## src/rtl/envelope_sequencer_pkg.sv

```systemverilog
// Shared definitions for the envelope sequencer and its neighbours:
// state encodings, amplitude width and the sustain-code ceiling.
package envelope_sequencer_pkg;

    localparam int AMP_W            = 8;
    localparam int SUSTAIN_CODE_MAX = 4;

    typedef enum logic [2:0] {
        ST_IDLE    = 3'd0,
        ST_ATTACK  = 3'd1,
        ST_DECAY   = 3'd2,
        ST_SUSTAIN = 3'd3,
        ST_RELEASE = 3'd4
    } env_state_e;

endpackage

```

## src/rtl/envelope_sequencer_tick_gen.sv

```systemverilog
// Free-running prescaler: tick is high for one clk every TICK_DIV clks.
// Ports: clk, reset (sync, active-high), tick (one-cycle strobe).
module tick_gen #(
    parameter int unsigned TICK_DIV = 50000
) (
    input  logic clk,
    input  logic reset,
    output logic tick
);

    localparam int CW = (TICK_DIV > 2) ? $clog2(TICK_DIV) : 1;

    logic [CW-1:0] cnt_q;
    logic [CW-1:0] cnt_d;

    assign tick = (cnt_q == CW'(TICK_DIV - 1));

    always_comb begin
        cnt_d = cnt_q + CW'(1);
        if (tick) begin
            cnt_d = '0;
        end
    end

    always_ff @(posedge clk) begin
        if (reset) begin
            cnt_q <= '0;
        end else begin
            cnt_q <= cnt_d;
        end
    end

endmodule

```

## src/rtl/envelope_sequencer.sv

```systemverilog
// Per-voice ADSR envelope: sequences an 8-bit amplitude through attack,
// decay, sustain and release, stepping once per prescaler tick.
// Ports: clk, reset (sync, active-high), note_trig (start/retrigger pulse),
// sustainTime (0-4 code), amplitude, env_state, busy, done (end pulse).
module envelope_sequencer
    import envelope_sequencer_pkg::*;
#(
    parameter int unsigned TICK_DIV  = 50000,
    parameter int unsigned ATK_STEP  = 8,
    parameter int unsigned DEC_STEP  = 4,
    parameter int unsigned SUS_LEVEL = 160,
    parameter int unsigned SUS_UNIT  = 250,
    parameter int unsigned REL_STEP  = 2
) (
    input  logic             clk,
    input  logic             reset,
    input  logic             note_trig,
    input  logic [3:0]       sustainTime,
    output logic [AMP_W-1:0] amplitude,
    output logic [2:0]       env_state,
    output logic             busy,
    output logic             done
);

    localparam int SUS_W = $clog2(SUSTAIN_CODE_MAX * SUS_UNIT + 1);
    localparam logic [AMP_W-1:0] SUS_AMP = AMP_W'(SUS_LEVEL);

    logic             tick;
    logic [2:0]       state_q, state_d;
    logic [AMP_W-1:0] amp_q, amp_d;
    logic [SUS_W-1:0] sus_q, sus_d;
    logic             busy_q, busy_d;
    logic             done_q, done_d;

    logic [2:0]       code_c;
    logic [SUS_W-1:0] sus_load;
    logic [AMP_W:0]   atk_sum;
    logic [AMP_W:0]   dec_diff;
    logic [AMP_W:0]   rel_diff;

    tick_gen #(
        .TICK_DIV (TICK_DIV)
    ) u_tick_gen (
        .clk   (clk),
        .reset (reset),
        .tick  (tick)
    );

    // Sustain length: code clamped to 1..SUSTAIN_CODE_MAX, in ticks.
    always_comb begin
        if (sustainTime > 4'(SUSTAIN_CODE_MAX)) begin
            code_c = 3'(SUSTAIN_CODE_MAX);
        end else if (sustainTime == 4'd0) begin
            code_c = 3'd1;
        end else begin
            code_c = sustainTime[2:0];
        end
        sus_load = SUS_W'(code_c) * SUS_W'(SUS_UNIT);
    end

    // One extra bit catches attack overflow and decay/release underflow.
    assign atk_sum  = {1'b0, amp_q} + (AMP_W+1)'(ATK_STEP);
    assign dec_diff = {1'b0, amp_q} - (AMP_W+1)'(DEC_STEP);
    assign rel_diff = {1'b0, amp_q} - (AMP_W+1)'(REL_STEP);

    always_comb begin
        state_d = state_q;
        amp_d   = amp_q;
        sus_d   = sus_q;
        done_d  = 1'b0;
        case (state_q)
            ST_IDLE: begin
                amp_d = '0;
                if (note_trig) begin
                    state_d = ST_ATTACK;
                end
            end
            ST_ATTACK, ST_DECAY, ST_SUSTAIN, ST_RELEASE: begin
                if (note_trig) begin
                    // Retrigger resumes from the current level.
                    state_d = ST_ATTACK;
                    sus_d   = '0;
                end else if (tick) begin
                    case (state_q)
                        ST_ATTACK: begin
                            if (atk_sum >= (AMP_W+1)'(255)) begin
                                amp_d   = 8'hFF;
                                state_d = ST_DECAY;
                            end else begin
                                amp_d = atk_sum[AMP_W-1:0];
                            end
                        end
                        ST_DECAY: begin
                            if (dec_diff[AMP_W] ||
                                dec_diff[AMP_W-1:0] <= SUS_AMP) begin
                                amp_d   = SUS_AMP;
                                state_d = ST_SUSTAIN;
                                sus_d   = sus_load;
                            end else begin
                                amp_d = dec_diff[AMP_W-1:0];
                            end
                        end
                        ST_SUSTAIN: begin
                            if (sus_q <= SUS_W'(1)) begin
                                sus_d   = '0;
                                state_d = ST_RELEASE;
                            end else begin
                                sus_d = sus_q - SUS_W'(1);
                            end
                        end
                        ST_RELEASE: begin
                            if (rel_diff[AMP_W] ||
                                rel_diff[AMP_W-1:0] == '0) begin
                                amp_d   = '0;
                                state_d = ST_IDLE;
                                done_d  = 1'b1;
                            end else begin
                                amp_d = rel_diff[AMP_W-1:0];
                            end
                        end
                        default: ;
                    endcase
                end
            end
            default: begin
                // Unused encodings fall back to a silent IDLE.
                state_d = ST_IDLE;
                amp_d   = '0;
                sus_d   = '0;
            end
        endcase
        busy_d = (state_d != ST_IDLE);
    end

    always_ff @(posedge clk) begin
        if (reset) begin
            state_q <= ST_IDLE;
            amp_q   <= '0;
            sus_q   <= '0;
            busy_q  <= 1'b0;
            done_q  <= 1'b0;
        end else begin
            state_q <= state_d;
            amp_q   <= amp_d;
            sus_q   <= sus_d;
            busy_q  <= busy_d;
            done_q  <= done_d;
        end
    end

    assign amplitude = amp_q;
    assign env_state = state_q;
    assign busy      = busy_q;
    assign done      = done_q;

endmodule

```

## config.mk

```make
export PLATFORM = sky130hd
export DESIGN_NAME = envelope_sequencer
export DESIGN_NICKNAME = d
export VERILOG_FILES = /design/src/rtl/envelope_sequencer_pkg.sv /design/src/rtl/envelope_sequencer_tick_gen.sv /design/src/rtl/envelope_sequencer.sv
export SDC_FILE = /design/constraint.sdc
export NUM_CORES = 1
export LEC_CHECK = 0
export BUFFER_PORTS_ARGS = -buffer_cell sky130_fd_sc_hd__buf_2
export CAP_MARGIN = 20
export CELL_PAD_IN_SITES_DETAIL_PLACEMENT = 0
export CELL_PAD_IN_SITES_GLOBAL_PLACEMENT = 1
export CORE_MARGIN = 5
export CORE_UTILIZATION = 46
export DETAILED_ROUTE_END_ITERATION = 8
export PLACE_DENSITY_LB_ADDON = 0.1
export SETUP_SLACK_MARGIN = 0.02
export SLEW_MARGIN = 25
export SYNTH_ARGS = -nofsm -noshare
export SYNTH_HDL_FRONTEND = slang
export SYNTH_SLANG_ARGS = --single-unit
export TNS_END_PERCENT = 5
```

## constraint.sdc

```tcl
create_clock -name clk -period 3.2 [get_ports clk]
set_clock_uncertainty 0.1 [all_clocks]
set_input_delay 0.32 -clock clk [delete_from_list [all_inputs] [get_ports clk]]
set_output_delay 0.32 -clock clk [all_outputs]
set_load 0.005 [all_outputs]
```

Yosys cells after proc, flatten, opt, wreduce, memory -nomap -nowiden
Cells that the tools add are included.
Widths: inputs -> output; s select.

word-level totals
  word-level logic and storage cells = 64
  bits of input ports = 7
  register bits after elaboration = 39
  output and inout port bits = 13

operators by class
  bitwise gates (word level) = 5
  mux-type cells = 22
  multiply operators = 1
  $add $sub $neg = 5
  equal/unequal tests = 8
  order comparisons = 4
  reductions and logical operators = 13

operator list
  operator               count
  $mux 10                4
  $pmux 10 s2            2
  $mux 3                 9
  $mux 8                 3
  $pmux 8 s3             1
  $add 16x1->16 const B  1
  $eq 16x16->1 const B   1
  $pmux 3 s4             1
  $le 10x1->1 const B    1
  $sub 10x1->10 const B  1
  $add 8x4->9 const B    1
  $ge 9x8->1 const B     1
  $mul 3x7->9 const B    1
  $sub 8x2->9 const B    1
  $sub 8x3->9 const B    1
  $le 8x8->1 const B     1
  $logic_not 8->1        1
  $ne 4x4->1 const B     2
  $eq 3x2->1 const B     2
  $pmux 3 s2             1
  $reduce_bool 3->1      2
  $not 1->1              5
  $reduce_or 5->1        1
  $gt 4x3->1 const B     1
  11 further kinds       13

Logic depth before layout (Yosys ltp)
Gate-level depths: netlist of run 1.

  depth after elaboration = 9
  gate-level depth with buffers = 13
  mapped depth without buffers = 13

Cells and area by module
From an unflattened synthesis of run 1, not the netlist that was laid out.

unflattened totals
  cells, all modules = 372
  area, all modules = 3030.4 µm²

modules (own cells, without submodules)
  module              seq. area each (µm²)  instances  area an instance (µm²)  cells an instance
  envelope_sequencer  460.4                 1          2298.5                  290
  tick_gen            320.3                 1          732.0                   82

Least setup slack after synthesis of run 1
No wires, ideal clock.

  path kind = in2reg
  start = input sustainTime[2]
  end = register sus_q[6]
  arrival = 2.527 ns
  path buffers = 0
  path slack = 0.440 ns
  required time = 2.968 ns
  cell stages on the path = 10
  setup time = 0.132 ns
  cell sequence = nor2_1 -> nand2_1 -> fa_1 -> fa_1 -> inv_1 -> fa_1 -> nand2_1 -> o21ai_0 -> nand3_1 -> a21oi_1

on the way
  longest elaborated chain between the ends = 9
  elaborated cells on any way between the ends = 10
  classes of those cells = mul (1); order compare (1); mux (7); reduce/logical (1)

ends and longest elaborated chain
  element                                                             line                       text
  start: declaration                                                  envelope_sequencer.sv:18   input logic [3:0] sustainTime,
  parallel branches: the longest is 2 deep, another holds $gt 4x3->1  n/a
  $mux 3 *                                                            envelope_sequencer.sv:51   if (sustainTime > 4'(SUSTAIN_CODE_MAX)) begin
  $mul 3x7->9 *                                                       envelope_sequencer.sv:58   sus_load = SUS_W'(code_c) * SUS_W'(SUS_UNIT);
  $mux 10 *                                                           envelope_sequencer.sv:94   if (dec_diff[AMP_W] ||
  $pmux 10 s2 *                                                       envelope_sequencer.sv:84   case (state_q)
  $mux 10 *                                                           envelope_sequencer.sv:83   end else if (tick) begin
  $mux 10 *                                                           envelope_sequencer.sv:79   if (note_trig) begin
  $pmux 10 s2 *                                                       envelope_sequencer.sv:71   case (state_q)
  end signal: assignment                                              envelope_sequencer.sv:145  sus_q <= sus_d;
  end: declaration                                                    envelope_sequencer.sv:31   logic [SUS_W-1:0] sus_q, sus_d;

Every way passes the cells marked *. The select of a mux whose other input is x is not followed.
A chain may end at the register's enable or synchronous reset.

Worst setup path in the final report of run 1
  start = register amp_q[2], in the netlist amplitude[2]
  end = register busy_q, in the netlist busy

on the way
  longest elaborated chain between the ends = 9
  elaborated cells on any way between the ends = 16
  classes of those cells = add/sub (3); order compare (2); mux (7); reduce/logical (4)

ends and longest elaborated chain
  element                                               line                                                 text
  start: declaration                                    envelope_sequencer.sv:30                             logic [AMP_W-1:0] amp_q, amp_d;
  start signal: assignment                              envelope_sequencer.sv:144                            amp_q <= amp_d;
  $sub 8x3->9 / $sub 8x2->9 (equally long branches)     envelope_sequencer.sv:63, envelope_sequencer.sv:64
  $le 8x8->1 / $logic_not 8->1 (equally long branches)  envelope_sequencer.sv:95, envelope_sequencer.sv:113
  $logic_or 1x1->1, on equally long branches            envelope_sequencer.sv:94, envelope_sequencer.sv:112
  $mux 3, on equally long branches                      envelope_sequencer.sv:94, envelope_sequencer.sv:112
  $pmux 3 s4 *                                          envelope_sequencer.sv:84
  $mux 3 *                                              envelope_sequencer.sv:83
  $mux 3 *                                              envelope_sequencer.sv:79
  $pmux 3 s2 *                                          envelope_sequencer.sv:71
  $reduce_bool 3->1 *                                   envelope_sequencer.sv:132                            busy_d = (state_d != ST_IDLE);
  end signal: assignment                                envelope_sequencer.sv:146                            busy_q <= busy_d;
  end: declaration                                      envelope_sequencer.sv:32                             logic busy_q, busy_d;

Mark *: on every way between the ends. The rest lies on a longest branch, timed or not.

==> results of run 1 <==
## cell usage in the layout (no fill, tap or decap), drive strengths merged, types with 3 or more instances in the layout
cell     count
dfxtp       39
nor2        36
buf         29
nand2       27
inv         24
nand3       23
a21oi       20
ha          19
xor2        17
xnor2       15
nor3        14
o21ai       10
o22ai        7
nand2b       6
or3          6
clkbuf       6
nor2b        5
and3         5
nor4         5
o31ai        5
nand3b       4
fa           4
a21boi       4
a211oi       4
nand4        3
or3b         3
or4          3
a2111oi      3
## Yosys cell counts (all sizes together), types with 4 or more instances
master | instances | area [sq um]
nor2b | 5 | 31.3
nand3 | 23 | 115
nand2b | 6 | 37.5
buf | 10 | 61.3
nor2 | 36 | 135
ha | 19 | 238
dfxtp | 39 | 781
a21oi | 20 | 104
fa | 4 | 80.1
a21boi | 4 | 30.0
xor2 | 17 | 149
o31ai | 5 | 51.3
nor4 | 5 | 46.3
xnor2 | 15 | 150
and3 | 5 | 36.3
o21ai | 10 | 50.0
nand2 | 27 | 106
or3 | 6 | 37.5
inv | 24 | 90.1
clkbuf | 10 | 37.5
nor3 | 14 | 85.1
o22ai | 7 | 43.8
nand3b | 4 | 30.0
a211oi | 4 | 40.0
## cell families (layout without fill, tap and decap cells)
| family | after synthesis | count (layout) | synth area share, % |
|---|---|---|---|
| AOI/OAI and AO/OA | 76 | 76 | 18.9 |
| xor gates and xnor gates | 32 | 32 | 9.82 |
| adders and majority gates | 24 | 24 | 10.8 |
| buffers and inverters | 44 | 61 | 6.20 |
| DFF | 39 | 39 | 25.6 |
| muxes | 1 | 1 | 0.370 |
| and+or+nand+nor | 155 | 155 | 28.3 |
## routing by layer
| layer | wire, um | vias to the layer above |
|---|---|---|
| met4 | 103 | 0 |
| met2 | 3590 | 52 |
| met5 | 0 | - |
| met1 | 3360 | 1262 |
| li1 | - | 1357 |
| met3 | 264 | 11 |
## per-stage QoR
stage / std cells / cell area [sq um] / setup slack, ns
floorplan: 371 / 3050 / 0.440
global placement: 457 / 3210 / 0.345
detailed placement: 457 / 3210 / 0.307
CTS: 465 / 3300 / 0.430
global route: 465 / 3300 / 0.274
finish: 465 / 3300 / 0.430
## worst paths after layout
check | startpoint | end | slack (ns) | cells past startpoint
min reg2reg | u_tick_gen.cnt_q[0] | u_tick_gen.cnt_q[0] | 0.36 | 1
max reg2reg | amplitude[2] | busy | 0.43 | 8
min | note_trig | done | 0.26 | 2
max | amplitude[2] | busy | 0.43 | 8
## flip-flops by register name, indices dropped and copies added (netlist names)
register          flops
u_tick_gen.cnt_q     16
sus_q                10
busy                  1
done                  1
env_state             3
amplitude             8
## power groups by stage
stage,clock network (W),registers [W],logic (W)
final,0.000345,0.000498,0.000107
after global routing,0.000381,0.000500,0.000122
after CTS,0.000359,0.000498,0.000108
after detailed placement,0,0.000510,0.000107
after global placement,0,0.000510,0.000108
after floorplan,0,0.000507,0.0000823
## worst max-delay path, delay by kind of cell (launching register included)
family | cells | cell delay, ns
AO/OA/AOI/OAI | 3 | 0.59
adder cells (fa/ha/maj) | 1 | 0.23
flip-flops | 1 | 0.42
buffers and inverters | 1 | 0.15
AND/OR/NAND/NOR | 3 | 1.17
## final cells by class
cell class	count	area, sq um	share of cell area, %
multi-input combinational	288	2080	63.0
sequential	39	781	23.7
timing repair buffer	29	170	5.16
tap	77	96.3	2.92
inverter	24	90.1	2.73
clock buffer	6	72.6	2.20
clock inverter	2	12.5	0.379
==> impl_metrics.csv, run 1 <==
group,metric,value,unit
power,swShare,27.5,%
cells_and_area,area_growth,8.30,%
die,dieArea,0.00835,sq mm
logic_synthesis,synth_edf_count,0,
clock_tree,cts_root_buf,"clkbuf_8",
clock_tree,clk_pin_slew,0.08,ns
global_routing,grt_max_degree,17,
cells_and_area,drive_gt1_share,14.7,%
global_routing,use_met1,23.5,%
worst_setup_path,worst_path_largest_cell_delay,0.52,ns
clock_tree,cts.sinks,39,
route,routed_wl,7330,um
clock_tree,post_cts_buffers,0,
placed_design,io_buffer_count,19,
logic_synthesis,synth_cell_types,71,
outcome,status,"finished clean",
sta,finalSetupTns,0,ns
logic_synthesis,async_flop_share,0,%
clock_tree,cts_hold_buf,0,
route,num_vias,2682,
cells_and_area,post-route-util,51.7,%
route,drc,0,
power,clockPowerShare,36.3,%
placed_design,dpl.hpwl,5520,um
clock_tree,cts-htree-levels,2,
power,power.internal,0.000689,W
global_routing,antenna_found_initial,0,
sta,hold_slack,0.257,ns
die,initial_utilization,47.7,%
worst_setup_path,arrival,2.86,ns
route,avgViaCountPerCell,5.77,
cells_and_area,fin_nets,417,
global_routing,busiest_layer,"met2",
logic_synthesis,netlist_area,0.00305,sq mm
route,wl_per_cell,15.8,um
placed_design,gp_congestion,0.866,
sta,rsz0062_at_grt,"no",
clock_tree,numCtsBuffers,5,
global_routing,grtUsageMet2,30.7,%
die,die_height,91.4,um
logic_synthesis,ys_warn_count,0,
hold_path,min_path_type,"in -> reg",
route,first_pass_iters,4,
cells_and_area,final.fill_count,624,
sta,clock.fmax,361,MHz
worst_setup_path,path_class,"reg -> reg",
sta,slew_viol_final,0,
power,peakVddDrop,0.000260,V
global_routing,grt_overflow_total,0,
clock_tree,clk_latency,0.30,ns
sta,finalHoldViolations,0,
global_routing,grtUsageTotal,18.0,%
die,io_pins,20,
route,dr.first_iter.drc_count,113,
logic_synthesis,yosysSeqAreaShare,25.6,%
clock_tree,cts_buffer_depth,2,
power,p_switching,0.000261,W
die,coreArea,0.00639,sq mm
worst_setup_path,critPathSlowestCell,"or3b_1",
global_routing,global_route.usage.met3,2.98,%
logic_synthesis,synth_nets,401,
clock_tree,ctsResizeCount,0,
sta,tightest_slew,0.587,ns
power,p_leak,1.27,nW
power,finalPower,0.000950,W
route,ant_nets,0,
global_routing,grt_first_pass_wirelength,12600,um
worst_setup_path,crit_required,3.29,ns
sta,setup_viol,0,
sta,relSlewSlack,60.8,%
logic_synthesis,synthFlopType,"dfxtp_1",
die,die_w,91.4,um
power,pwr-share-comb,11.3,%
sta,fin_crit,2.77,ns
run,drv_cap,0,
worst_setup_path,start_kind,"flop",
power,seq_power_share,52.4,%
global_routing,first_global_vias,2569,
worst_setup_path,critPathMaxFanout,8,
logic_synthesis,syn_area_per_cell,8.21,sq um
power,powerDensity,288,mW/mm^2
cells_and_area,diodes,0,
worst_setup_path,worstSetupEndpointType,"flop",
die,rows,29,
logic_synthesis,ys_ff_latch,39,
worst_setup_path,path_cells,"inv_1 > ha_1 > or3b_1 > o21a_1 > nor4_4 > a31o_4 > a2111oi_2 > or3_1",
logic_synthesis,netlist_instances,371,
clock_tree,cts_tree,"yes",
sta,fin_crit_sh,86.6,%
No activity file was read; power rests on OpenSTA's default activity.
==> run 2, diff against run 1 <==
--- a/config.mk
+++ b/config.mk
@@ -7,10 +7,10 @@
 export LEC_CHECK = 0
 export BUFFER_PORTS_ARGS = -buffer_cell sky130_fd_sc_hd__buf_2
 export CAP_MARGIN = 20
-export CELL_PAD_IN_SITES_DETAIL_PLACEMENT = 0
-export CELL_PAD_IN_SITES_GLOBAL_PLACEMENT = 1
+export CELL_PAD_IN_SITES_DETAIL_PLACEMENT = 2
+export CELL_PAD_IN_SITES_GLOBAL_PLACEMENT = 2
 export CORE_MARGIN = 5
-export CORE_UTILIZATION = 46
+export CORE_UTILIZATION = 37
 export DETAILED_ROUTE_END_ITERATION = 8
 export PLACE_DENSITY_LB_ADDON = 0.1
 export SETUP_SLACK_MARGIN = 0.02
==> run 2 against run 1 <==
  * Utilization down 10 points
  * Cell area rose by 2.4%
  * Via count up 2.1%
  * Total power grew 9.4%
  * Combinational power is 8% higher
  * Clock power rose by 23%
  * Register-to-register slack worse by 0.08 ns
  * Highest routed layer unchanged
==> impl_metrics.csv, run 2 (same netlist as run 1, synthesis figures left out) <==
group,metric,value,unit
worst_setup_path,critPathMaxFanout,6,
route,routed_wl,9100,um
sta,slew_viol_final,0,
power,power.internal,0.000771,W
route,dr.first_iter.drc_count,98,
clock_tree,clk_pin_slew,0.09,ns
clock_tree,numCtsBuffers,5,
clock_tree,cts_root_buf,"clkbuf_8",
sta,relSlewSlack,58.9,%
clock_tree,post_cts_buffers,0,
route,avgViaCountPerCell,5.53,
worst_setup_path,reg2reg_depth,8,
power,clockPowerShare,40.9,%
route,dr.max_layer_used,"met4",
worst_setup_path,crit_required,3.32,ns
route,wl_per_cell,18.4,um
die,io_pins,20,
sta,tightest_slew,0.611,ns
sta,fin_ws,0.351,ns
route,ant_nets,0,
placed_design,io_buffer_count,19,
worst_setup_path,arrival,2.97,ns
route,first_pass_iters,4,
power,seq_power_share,47.9,%
cells_and_area,post-route-util,41.5,%
cells_and_area,fin_nets,419,
power,pwr-share-comb,11.2,%
clock_tree,cts_hold_buf,0,
clock_tree,clk_latency,0.29,ns
placed_design,gp_congestion,0.837,
power,p_leak,1.29,nW
cells_and_area,instances_no_fill,495,
sta,rsz0062_at_grt,"no",
cells_and_area,drive_gt1_share,15.4,%
route,drc,0,
clock_tree,ctsResizeCount,0,
power,swShare,25.8,%
die,rows,33,
worst_setup_path,start_kind,"flop",
power,powerDensity,308,mW/mm^2
clock_tree,cts.sinks,39,
global_routing,grtUsageTotal,19.2,%
worst_setup_path,path_class,"reg -> reg",
die,dieArea,0.0101,sq mm
power,peakVddDrop,0.000127,V
route,met2RoutedLength,4560,um
global_routing,first_global_vias,3086,
placed_design,dp_cells,487,
die,coreArea,0.00813,sq mm
die,initial_utilization,37.5,%
sta,setup_viol,0,
sta,finalSetupTns,0,ns
cells_and_area,diodes,0,
route,wl_met3,250,um
cells_and_area,layout_commonest_cell,"dfxtp_1",
die,die_height,101,um
sta,clock.fmax,351,MHz
global_routing,grt_overflow_total,0,
clock_tree,cts_buffer_depth,2,
cells_and_area,multiInputGateArea,0.00208,sq mm
run,drv_cap,0,
route,wl_met1,4210,um
clock_tree,cts-htree-levels,2,
hold_path,min_path_type,"in -> reg",
cells_and_area,regArea,781,sq um
clock_tree,cts_tree,"yes",
outcome,status,"finished clean",
power,p_switching,0.000269,W
sta,fin_crit,2.85,ns
cells_and_area,area_growth,10.8,%
cells_and_area,largest_reg_flops,16,
die,die_w,101,um
global_routing,grt_first_pass_wirelength,15500,um
global_routing,antenna_found_initial,0,
cells_and_area,final.fill_count,963,
route,num_vias,2738,
sta,finalHoldViolations,0,
placed_design,dp_worst_setup_slack,0.218,ns
worst_setup_path,worstSetupEndpointType,"flop",
placed_design,dpl.hpwl,6960,um
sta,fin_crit_sh,89.0,%
hold_path,holdPathStages,2,
global_routing,grt_max_degree,17,
cells_and_area,final_cell_mix,"39 x dfxtp_1, 36 x nor2_1, 25 x nand2_1",
cells_and_area,top_register,"u_tick_gen.cnt_q",
==> run 2: cell types whose count changed in the layout (fill, tap and decap cells not counted) <==
| cell | delta |
|---|---|
| clkinvlp_4 | -1 |
| clkbuf_1 | -1 |
| buf_4 | +2 |
| bufinv_16 | +1 |
| clkinv_4 | +1 |
==> run 2: per-layer routing <==
layer | vias up | track usage, %
met2 | 29 | 34.3
li1 | 1353 | -
met5 | - | 0
met1 | 1352 | 24.2
met3 | 4 | 2.77
met4 | 0 | 4.25
==> run 2: path summary, 6_finish.rpt <==
path | slack [ns] | from | to
worst max register to register | 0.35 | amplitude[3] | amplitude[1]
worst min register to register | 0.37 | u_tick_gen.cnt_q[0] | u_tick_gen.cnt_q[0]
worst max-delay path | 0.35 | amplitude[3] | amplitude[1]
worst min-delay path | 0.25 | note_trig | done
==> run 2: final cells by class <==
type	count	area share, %
Clock inverter	3	1.30
Multi-Input combinational cell	288	61.5
Timing Repair Buffer	31	5.48
Clock buffer	5	2.04
Inverter	24	2.67
Sequential cell	39	23.1
Tap cell	105	3.89
==> run 2: critical path, stage by stage, from the launching register on <==
cell	delay, ns
dfxtp_1	0.38
inv_1	0.19
ha_1	0.22
or3b_4	0.42
a2111oi_4	0.35
nor2_1	0.17
or3_1	0.51
and3_4	0.25
a211oi_2	0.19
==> run 2: power groups by stage <==
stage	clock network [W]	registers [W]	logic, W
floorplan	0	0.000507	0.0000823
global route	0.000466	0.000500	0.000130
global placement	0	0.000510	0.000113
finish	0.000425	0.000498	0.000116
CTS	0.000447	0.000499	0.000118
detailed placement	0	0.000510	0.000116
==> run 2: metrics by stage <==
step	area, sq um	total power (W)	hold slack, ns
6_report	3380	0.00104	0.248
5_1_grt	3380	0.00110	0.246
4_1_cts	3380	0.00106	0.240
3_5_place_dp	3260	0.000626	0.363
3_3_place_gp	3260	0.000622	0.346
2_1_floorplan	3050	0.000589	0.292
